<file path="config.mk">
export PLATFORM = sky130hd
export DESIGN_NAME = sseg_scan_decoder
export DESIGN_NICKNAME = d
export VERILOG_FILES = /design/src/rtl/sseg_pkg.sv /design/src/rtl/sseg_pattern_decode.sv /design/src/rtl/sseg_scan_decoder.sv
export SDC_FILE = /design/constraint.sdc
export NUM_CORES = 1
export LEC_CHECK = 0
export BUFFER_PORTS_ARGS = -buffer_cell sky130_fd_sc_hd__buf_2
export CAP_MARGIN = 15
export CORE_ASPECT_RATIO = 0.5
export CORE_MARGIN = 2
export CORE_UTILIZATION = 37
export CTS_CLUSTER_SIZE = 40
export DETAILED_ROUTE_END_ITERATION = 7
export PLACE_DENSITY_LB_ADDON = 0.15
export SLEW_MARGIN = 20
export SYNTH_ARGS = -nofsm -noshare
export SYNTH_HDL_FRONTEND = slang
export SYNTH_SLANG_ARGS = --single-unit
</file>
<file path="constraint.sdc">
create_clock -name clk -period 3.3 [get_ports clk]
set_input_delay 0.165 -clock clk [delete_from_list [all_inputs] [get_ports clk]]
set_output_delay 0.165 -clock clk [all_outputs]
set_load 0.01 [all_outputs]
</file>
<file path="src/rtl/sseg_pkg.sv">
// Shared seven-segment definitions: active-low segment patterns {a..g}, decoder codes, scan FSM states.
package sseg_pkg;

    localparam logic [6:0] SSEG_SEG_0     = 7'b0000001;
    localparam logic [6:0] SSEG_SEG_1     = 7'b1001111;
    localparam logic [6:0] SSEG_SEG_2     = 7'b0010010;
    localparam logic [6:0] SSEG_SEG_3     = 7'b0000110;
    localparam logic [6:0] SSEG_SEG_4     = 7'b1001100;
    localparam logic [6:0] SSEG_SEG_5     = 7'b0100100;
    localparam logic [6:0] SSEG_SEG_6     = 7'b0100000;
    localparam logic [6:0] SSEG_SEG_7     = 7'b0001111;
    localparam logic [6:0] SSEG_SEG_8     = 7'b0000000;
    localparam logic [6:0] SSEG_SEG_9     = 7'b0000100;
    localparam logic [6:0] SSEG_SEG_BLANK = 7'b1111111;

    localparam logic [3:0] SSEG_BLANK_CODE = 4'hF;
    localparam logic [3:0] SSEG_BAD_CODE   = 4'hE;

    typedef enum logic [1:0] {
        WAIT_SEL = 2'd0,
        SETTLE   = 2'd1,
        HELD     = 2'd2
    } scan_state_t;

endpackage

</file>
<file path="src/rtl/sseg_pattern_decode.sv">
// Combinational inverse of the display encoder: active-low cathode byte -> BCD code, dp, invalid flag.
module sseg_pattern_decode
    import sseg_pkg::*;
(
    input  logic [7:0] cathode,
    output logic [3:0] code,
    output logic       dp,
    output logic       invalid
);

    // NOTE: every output gets a default before the case so no path leaves it unassigned (no latch).
    always_comb begin
        code    = SSEG_BAD_CODE;
        invalid = 1'b1;
        dp      = ~cathode[0];
        case (cathode[7:1])
            SSEG_SEG_0:     begin code = 4'd0;            invalid = 1'b0; end
            SSEG_SEG_1:     begin code = 4'd1;            invalid = 1'b0; end
            SSEG_SEG_2:     begin code = 4'd2;            invalid = 1'b0; end
            SSEG_SEG_3:     begin code = 4'd3;            invalid = 1'b0; end
            SSEG_SEG_4:     begin code = 4'd4;            invalid = 1'b0; end
            SSEG_SEG_5:     begin code = 4'd5;            invalid = 1'b0; end
            SSEG_SEG_6:     begin code = 4'd6;            invalid = 1'b0; end
            SSEG_SEG_7:     begin code = 4'd7;            invalid = 1'b0; end
            SSEG_SEG_8:     begin code = 4'd8;            invalid = 1'b0; end
            SSEG_SEG_9:     begin code = 4'd9;            invalid = 1'b0; end
            SSEG_SEG_BLANK: begin code = SSEG_BLANK_CODE; invalid = 1'b0; end
            default:        begin code = SSEG_BAD_CODE;   invalid = 1'b1; end
        endcase
    end

endmodule

</file>
<file path="src/rtl/sseg_scan_decoder.sv">
// Monitors a multiplexed active-low seven-segment bus, captures each settled digit position
// and emits complete frames on a valid/ready port with overrun reporting.
module sseg_scan_decoder
    import sseg_pkg::*;
#(
    parameter int NUM_DIGITS    = 4,
    parameter int SETTLE_CYCLES = 4
) (
    input  logic                    clk,
    input  logic                    rst,
    input  logic [NUM_DIGITS-1:0]   anode,
    input  logic [7:0]              cathode,
    output logic [4*NUM_DIGITS-1:0] frame_digits,
    output logic [NUM_DIGITS-1:0]   frame_dp,
    output logic [NUM_DIGITS-1:0]   frame_invalid,
    output logic                    frame_valid,
    input  logic                    frame_ready,
    output logic                    overrun
);

    localparam int              IDX_W       = (NUM_DIGITS > 1) ? $clog2(NUM_DIGITS) : 1;
    localparam int              CNT_W       = $clog2(NUM_DIGITS + 1);
    localparam logic [7:0]      SETTLE_LAST = 8'(SETTLE_CYCLES - 1);
    localparam logic [NUM_DIGITS-1:0] MASK_FULL = {NUM_DIGITS{1'b1}};

    logic [NUM_DIGITS-1:0] anode_meta, anode_sync, anode_prev;
    logic [7:0]            cathode_meta, cathode_sync, cathode_prev;

    // Two-flop synchronisers plus a one-cycle history used for the stability check.
    // NOTE: sequential state uses non-blocking assignments so every flop samples pre-edge values.
    always_ff @(posedge clk or posedge rst) begin
        if (rst) begin
            anode_meta   <= '1;
            anode_sync   <= '1;
            anode_prev   <= '1;
            cathode_meta <= '1;
            cathode_sync <= '1;
            cathode_prev <= '1;
        end else begin
            anode_meta   <= anode;
            anode_sync   <= anode_meta;
            anode_prev   <= anode_sync;
            cathode_meta <= cathode;
            cathode_sync <= cathode_meta;
            cathode_prev <= cathode_sync;
        end
    end

    logic [CNT_W-1:0] low_count;
    logic [IDX_W-1:0] sel_idx;
    logic             sel_valid;
    logic             pair_equal;

    always_comb begin
        low_count = '0;
        sel_idx   = '0;
        for (int i = 0; i < NUM_DIGITS; i++) begin
            if (!anode_sync[i]) begin
                low_count = low_count + 1'b1;
                sel_idx   = IDX_W'(i);
            end
        end
        sel_valid  = (low_count == CNT_W'(1));
        pair_equal = (anode_sync == anode_prev) && (cathode_sync == cathode_prev);
    end

    logic [3:0] dec_code;
    logic       dec_dp;
    logic       dec_invalid;

    sseg_pattern_decode u_decode (
        .cathode (cathode_sync),
        .code    (dec_code),
        .dp      (dec_dp),
        .invalid (dec_invalid)
    );

    scan_state_t state, state_nxt;
    logic [7:0]  stable_cnt, stable_cnt_nxt;
    logic        capture;

    always_comb begin
        state_nxt      = state;
        stable_cnt_nxt = stable_cnt;
        capture        = 1'b0;
        case (state)
            WAIT_SEL: begin
                stable_cnt_nxt = '0;
                if (sel_valid) state_nxt = SETTLE;
            end
            SETTLE: begin
                if (!sel_valid) begin
                    state_nxt      = WAIT_SEL;
                    stable_cnt_nxt = '0;
                end else if (!pair_equal) begin
                    stable_cnt_nxt = '0;
                end else if (stable_cnt == SETTLE_LAST) begin
                    capture        = 1'b1;
                    state_nxt      = HELD;
                    stable_cnt_nxt = '0;
                end else begin
                    stable_cnt_nxt = stable_cnt + 8'd1;
                end
            end
            HELD: begin
                if (!pair_equal) begin
                    state_nxt      = sel_valid ? SETTLE : WAIT_SEL;
                    stable_cnt_nxt = '0;
                end
            end
            default: begin
                state_nxt      = WAIT_SEL;
                stable_cnt_nxt = '0;
            end
        endcase
    end

    always_ff @(posedge clk or posedge rst) begin
        if (rst) begin
            state      <= WAIT_SEL;
            stable_cnt <= '0;
        end else begin
            state      <= state_nxt;
            stable_cnt <= stable_cnt_nxt;
        end
    end

    logic [4*NUM_DIGITS-1:0] slot_digits, slot_digits_nxt;
    logic [NUM_DIGITS-1:0]   slot_dp, slot_dp_nxt;
    logic [NUM_DIGITS-1:0]   slot_inv, slot_inv_nxt;
    logic [NUM_DIGITS-1:0]   mask, mask_nxt;
    logic                    frame_done;
    logic                    frame_load;

    // The slot image including this edge's capture, so completion can forward it straight out.
    always_comb begin
        slot_digits_nxt = slot_digits;
        slot_dp_nxt     = slot_dp;
        slot_inv_nxt    = slot_inv;
        mask_nxt        = mask;
        if (capture) begin
            slot_digits_nxt[4*sel_idx +: 4] = dec_code;
            slot_dp_nxt[sel_idx]            = dec_dp;
            slot_inv_nxt[sel_idx]           = dec_invalid;
            mask_nxt[sel_idx]               = 1'b1;
        end
        frame_done = capture && (mask_nxt == MASK_FULL);
        frame_load = frame_done && (!frame_valid || frame_ready);
    end

    // NOTE: slot storage has no reset; the mask alone says which slots hold meaningful data.
    always_ff @(posedge clk) begin
        slot_digits <= slot_digits_nxt;
        slot_dp     <= slot_dp_nxt;
        slot_inv    <= slot_inv_nxt;
    end

    always_ff @(posedge clk or posedge rst) begin
        if (rst) begin
            mask <= '0;
        end else begin
            mask <= frame_done ? '0 : mask_nxt;
        end
    end

    always_ff @(posedge clk or posedge rst) begin
        if (rst) begin
            frame_digits  <= '0;
            frame_dp      <= '0;
            frame_invalid <= '0;
            frame_valid   <= 1'b0;
            overrun       <= 1'b0;
        end else begin
            overrun <= frame_done && frame_valid && !frame_ready;
            if (frame_load) begin
                frame_digits  <= slot_digits_nxt;
                frame_dp      <= slot_dp_nxt;
                frame_invalid <= slot_inv_nxt;
                frame_valid   <= 1'b1;
            end else if (frame_valid && frame_ready) begin
                frame_valid <= 1'b0;
            end
        end
    end

endmodule

</file>
# [Word level (Yosys, flattened, before mapping)]
# Cells that the tools add are included.
[totals] register_bits=100 input_bits=15 out_inout_bits=26 wordCells=101
[op_classes] n_addsub=5 order_cmp=2 eq_ne=21 shift=2 mux=37 bitwise_logic=2 reduce_logical=15
[op_table] op="$pmux W4 S11" n=1
[op_table] op="$neg A4 Y34" n=1
[op_table] op="$shift A4 B34 Y16 const A" n=1
[op_table] op="$shiftx A4 B34 Y16" n=1
[op_table] op="$mux W8" n=4
[op_table] op="$eq A7 B7 Y1 const B" n=3
[op_table] op="$bwmux W16" n=1
[op_table] op="$mux W16" n=1
[op_table] op="$mux W4" n=4
[op_table] op="$pmux W8 S2" n=1
[op_table] op="$eq A7 B3 Y1 const B" n=2
[op_table] op="$eq A7 B6 Y1 const B" n=2
[op_table] op="$mux W2" n=7
[op_table] op="$mux W1" n=11
[op_table] op="$reduce_or A11 Y1" n=1
[op_table] op="$add A3 B1 Y3 const B" n=3
[op_table] op="$mux W3" n=3
[op_table] op="$add A8 B1 Y8 const B" n=1
[op_table] op="$bwmux W4" n=2
[op_table] op="$eq A8 B2 Y1 const B" n=1
[op_table] op="$eq A8 B8 Y1" n=1
[op_table] op="$eq A7 B1 Y1 const B" n=1
[op_table] op="$eq A7 B4 Y1 const B" n=1
[op_table] op="$eq A7 B5 Y1 const B" n=1
[op_table] op="other kinds (20)" n=29

# [Longest topological paths before layout]
[logic_depth] depth_word=15 depth_mapped=12 ltp_nobuf=10

# [Modules after synthesis]
# A second synthesis with hierarchy kept.
[unflattened] cells_unflattened=312 area_unflattened_um2=4101.4
[by_module_without_submodules] module="sseg_scan_decoder" instances=1 cells_each=273 area_per_inst_um2=3818.7 seq_area_each_um2=2427.3
[by_module_without_submodules] module="sseg_pattern_decode" instances=1 cells_each=39 area_per_inst_um2=282.8 seq_area_each_um2=0.0

# [Worst setup path after synthesis]
# OpenSTA, ideal clock, no wires.
[synth_timing] kind="flip-flop to flip-flop" from="register anode_sync[1]" to="register frame_dp[1]" setup_ps=125 t_arrival_ps=2928 t_required_ps=3175 slack_ps=247 path_stages_with_launch=10 path_buffers=0 period_less_slack_ps=3053 cell_sequence="dfstp_2 inv_1 ha_1 xnor2_1 ha_1 or2_2 o211ai_2 nand3_2 nor4_4 mux2_2"
[synth_between] elab_chain_cells=12 elab_cells_between_ends=26 cone_classes="add/sub: 2; order compare: 2; eq/ne: 3; mux: 14; bitwise: 1; reduce/logical: 4"
[synth_lines] element="start: declaration" line_no="sseg_scan_decoder.sv:26" source="logic [NUM_DIGITS-1:0] anode_meta, anode_sync, anode_prev;"
[synth_lines] element="start signal: assignment" line_no="sseg_scan_decoder.sv:41" source="anode_sync <= anode_meta;"
[synth_lines] element="$mux W3 / $mux W1 (equally long branches)" line_no="sseg_scan_decoder.sv:58" source="if (!anode_sync[i]) begin"
[synth_lines] element="$add A3 B1 Y3 / $mux W2 (equally long branches)" line_no="sseg_scan_decoder.sv:59, sseg_scan_decoder.sv:58"
[synth_lines] element="$mux W3 / $mux W2 (equally long branches)" line_no="sseg_scan_decoder.sv:58"
[synth_lines] element="$add A3 B1 Y3 (tied with other cells)" line_no="sseg_scan_decoder.sv:59" source="low_count = low_count + 1'b1;"
[synth_lines] element="$mux W3 / $logic_and A1 B1 Y1 (equally long branches)" line_no="sseg_scan_decoder.sv:58, sseg_scan_decoder.sv:143, sseg_scan_decoder.sv:145"
[synth_lines] element="$eq A3 B1 Y1 / $mux W1 (equally long branches)" line_no="sseg_scan_decoder.sv:63, sseg_scan_decoder.sv:143, sseg_scan_decoder.sv:145"
[synth_lines] element="$mux W1 / $demux W1 S2 (equally long branches)" line_no="sseg_scan_decoder.sv:92, sseg_scan_decoder.sv:143, sseg_scan_decoder.sv:145"
[synth_lines] element="$mux W1 / $or A4 B4 Y4 (equally long branches)"
[synth_lines] element="$mux W4" line_no="sseg_scan_decoder.sv:141" source="if (capture) begin"
[synth_lines] element="$eq A4 B4 Y1" line_no="sseg_scan_decoder.sv:147" source="frame_done = capture && (mask_nxt == MASK_FULL);"
[synth_lines] element="$logic_and A1 B1 Y1" line_no="sseg_scan_decoder.sv:147"
[synth_lines] element="$logic_and A1 B1 Y1" line_no="sseg_scan_decoder.sv:148" source="frame_load = frame_done && (!frame_valid || frame_ready);"
[synth_lines] element="end signal: assignment" line_no="sseg_scan_decoder.sv:177" source="frame_dp <= slot_dp_nxt;"
[synth_lines] element="end: declaration" line_no="sseg_scan_decoder.sv:14" source="output logic [NUM_DIGITS-1:0] frame_dp,"
# Several ways; a longest one is shown, not always the timed one.
# A chain may end at the register's enable or synchronous reset.

# [Worst setup path in the final report]
[layout_timing] from="register anode_sync[0]" to="register frame_dp[0]"
[layout_between] elab_chain_cells=14 elab_cells_between_ends=18 cone_classes="add/sub: 3; eq/ne: 3; mux: 9; reduce/logical: 3"
[layout_lines] element="$mux W1" line_no="sseg_scan_decoder.sv:58"
[layout_lines] element="$add A3 B1 Y3" line_no="sseg_scan_decoder.sv:59"
[layout_lines] element="$mux W3" line_no="sseg_scan_decoder.sv:58"
[layout_lines] element="$add A3 B1 Y3" line_no="sseg_scan_decoder.sv:59"
[layout_lines] element="$mux W3" line_no="sseg_scan_decoder.sv:58"
[layout_lines] element="$add A3 B1 Y3" line_no="sseg_scan_decoder.sv:59"
[layout_lines] element="$mux W3" line_no="sseg_scan_decoder.sv:58"
[layout_lines] element="$eq A3 B1 Y1" line_no="sseg_scan_decoder.sv:63" source="sel_valid = (low_count == CNT_W'(1));"
[layout_lines] element="$mux W1 *" line_no="sseg_scan_decoder.sv:92" source="if (!sel_valid) begin"
[layout_lines] element="$mux W1 *" line_no="sseg_scan_decoder.sv:86" source="case (state)"
[layout_lines] element="$mux W4" line_no="sseg_scan_decoder.sv:141"
[layout_lines] element="$eq A4 B4 Y1" line_no="sseg_scan_decoder.sv:147"
[layout_lines] element="$logic_and A1 B1 Y1" line_no="sseg_scan_decoder.sv:147"
[layout_lines] element="$logic_and A1 B1 Y1" line_no="sseg_scan_decoder.sv:148"
# Mark *: on every way between the ends. The rest lies on a longest branch, timed or not.

==> metrics.txt <==
non-filler cells, final 663; Chip Width between 150 and 200 microns; Via density 5.40; flop-to-flop setup slack 240 ps; Hold Path Stages 3; Filler cells 1129; Slew @ Worst Pin roughly 860 ps; Die Height 82.2 microns; number of synthesized register bits 100; GR peak layer met1; DRC violation count after routing 0; FF-to-FF End frame_dp[0]; period utilization 0.926; first-pass iteration count of the detailed router 4; Yosys warning total 0; post-synth net total between 400 and 500; Reg clk slew, reported paths roughly 70 ps; global-route wire length before repair 18800 microns; clk_lat worst skew ~350 ps; FFs w/ async S/R, synth 0.760; post-synthesis cell type count 57; synth top area cells dfrtp_1 (22%), dfstp_2 (21%), dfxtp_1 (11%); num ports 41; Final #Nets 512; Hold Vio Cnt, Final 0; vias after detailed routing 3582; power per cell area approximately 470 mW/mm^2; syn_area_per_cell about 11 sq um; worst hold margin 122 ps; number of synthesized flops with an enable pin 0; Crit path largest cell delay 580 ps; Cell Chain, Critical Path inv_1, ha_1, xnor2_2, ha_1, or2_2, o211ai_2, nand3_4, or4_4, a31oi_1; # setup viols final 0; Port-buffer cells 40; CP Launch Type flop; largest net degree at the start of global routing 46; critical path class flop to flop; Detail Route Antenna Nets 0; reg2reg path depth 9; critical path endpoint category flop; share of Yosys cell area claimed by the top area cell type 0.221; Total Wirelength 11400 microns; sequential-to-total area share from yosys stat 0.536; Hold Path Class input pin to flop; CTS root buf clkbuf_16; outcome complete, no violations; Setup TNS 0 ps; initial core utilization 0.381; worst flop-to-flop path startpoint anode_sync[0]; total CTS buffers 9; clk buf depth 2; core box area 0.0119 sq mm; Mapped Cells 430; fin. max-slew vios 0; gpl congestion 0.818; clk sink count 100; top_reg_cell synth dfrtp_1; RSZ-0062 raised after global routing no; CP required 3570 ps; cell at the slowest stage of the critical path or4_4; DR iter-0 viols about 240; Reg area 0.00243 sq mm; M3 GR Usage 0.0440; arrival time worst endpoint about 3300 ps; Placed Instances 633; DIE AREA approximately 0.013 sq mm; total track usage 0.185; wire per inst ~17 microns; Rows 28; Mapped Area 0.00453 sq mm; cell mode on critical path ha_1; Synth area leader dfrtp_1; max cap viols 0; end of the worst hold path overrun; layout cells sized above 1 0.291; Final Skew 5.88 ps; M2 GR Usage 0.263; vias in the first global route 3289; H-tree lvl count 3; maximum clock rate about 330 MHz; Static Leak 2.34 nW; Final min period 3060 ps; CTS tree built; critical path peak fanout 11; Rel. slew slack 0.422; initial antenna violation count 0; total gr overflow 0; multi-input logic area a little under 0.002 sq mm; Post-Route Utilization 0.468; Worst Min Path Start frame_ready; HPWL after detailed placement 7840 microns; ANT cells 0; area grow syn2layout 22.7%; VDD IR max about 0.22 mV; met1 Use GR 0.279
==> critical path, delay by kind of cell (launching register included) <==
kind | cells | cell delay, ps
DFF | 1 | 560
AOI/OAI and AO/OA | 2 | 460
adders and majority gates | 2 | 600
buffers and inverters | 1 | 50
xor gates and xnor gates | 1 | 220
and+or+nand+nor | 3 | 1090
==> registers in the layout (all words and copies together), names as in the netlist <==
signal         count
frame_invalid      4
cathode_meta       8
slot_inv           4
slot_dp            4
slot_digits       16
mask               4
stable_cnt         8
anode_sync         4
frame_valid        1
anode_meta         4
anode_prev         4
frame_dp           4
cathode_prev       8
cathode_sync       8
overrun            1
frame_digits      16
state              2
==> power breakdown <==
| part | switching [mW] | internal [mW] |
|---|---|---|
| Clock | 0.483 | 0.662 |
| Combinational | 0.0908 | 0.0659 |
| Sequential | 0.0326 | 1.26 |
==> routing by layer <==
metal | vias up | part of all wire
met1 | 1726 | 0.52
met2 | 92 | 0.40
li1 | 1754 | -
met3 | 10 | 0.068
met5 | - | 0
met4 | 0 | 0.011
==> cells in the final DEF, fill, tap and decap left out, types with 15 or more instances in the layout <==
cell and count:
nor2_1 20, a41oi_1 15, nand4_1 15, nand2_1 35, a31oi_1 18, buf_4 29
dfxtp_1 24, o21ai_0 17, dfrtp_1 40, buf_2 40, dfstp_2 36
==> worst max path at each step <==
stage	start	endpoint	slack, ps	depth (start not counted)
2_1_floorplan	anode_sync[1]	frame_dp[1]	250	9
3_3_place_gp	anode_sync[0]	slot_digits[1]	150	10
3_5_place_dp	anode_sync[0]	slot_dp[2]	70	10
4_1_cts	anode_sync[0]	slot_dp[2]	40	10
5_1_grt	anode_sync[0]	frame_digits[13]	6	10
6_report	anode_sync[0]	frame_dp[0]	240	9
==> cells by family after synthesis <==
group	synth area share
AOI/OAI and AO/OA	0.163
buffers and inverters	0.0368
and+or+nand+nor	0.212
xor gates and xnor gates	0.0290
muxes	0.0116
DFF	0.536
adders and majority gates	0.0111
==> per-stage QoR <==
stage          instance area [sq um]  power (mW)  worst slack [ps]
2_1_floorplan                   4530        1.40               247
3_3_place_gp                    5040        1.46               154
3_5_place_dp                    5040        1.46              70.1
4_1_cts                         5500        2.62              38.0
5_1_grt                         5550        2.71              5.94
6_report                        5550        2.60               245
==> cell usage after synthesis (4+ instances only) <==
cell and instances:
or3_1 7, dfxtp_1 24, inv_1 10, nor4_1 13, nor2b_1 5, buf_2 10, nand3_1 12, o22ai_1 4
nand2b_1 10, a41oi_1 15, nand4_1 15, nand2_1 35, o31ai_1 11, and3_1 4, nor2_1 20, xnor2_1 14
a221o_1 5, nand3b_1 5, clkbuf_1 20, ha_1 4, a21oi_1 5, dfrtp_1 40, o21a_1 5, o41ai_1 8
o21ai_0 17, dfstp_2 36, nor3_1 11, a31oi_1 18
==> final cells by class <==
| class | count | area share |
|---|---|---|
| Sequential cell | 100 | 0.437 |
| Clock inverter | 5 | 0.0115 |
| Tap cell | 165 | 0.0372 |
| Multi-Input combinational cell | 289 | 0.358 |
| Inverter | 10 | 0.00698 |
| Timing Repair Buffer | 83 | 0.102 |
| Clock buffer | 11 | 0.0475 |
==> timing repair <==
action / 4_1_cts / 5_1_grt
endpoints found under the setup margin: 0 / 42
hold buffers: 13 / 0
resized for setup: 0 / 7
buffers inserted: 0 / 1
hold endpoints to repair: 21 / 0
No activity file was read; power rests on OpenSTA's default activity.
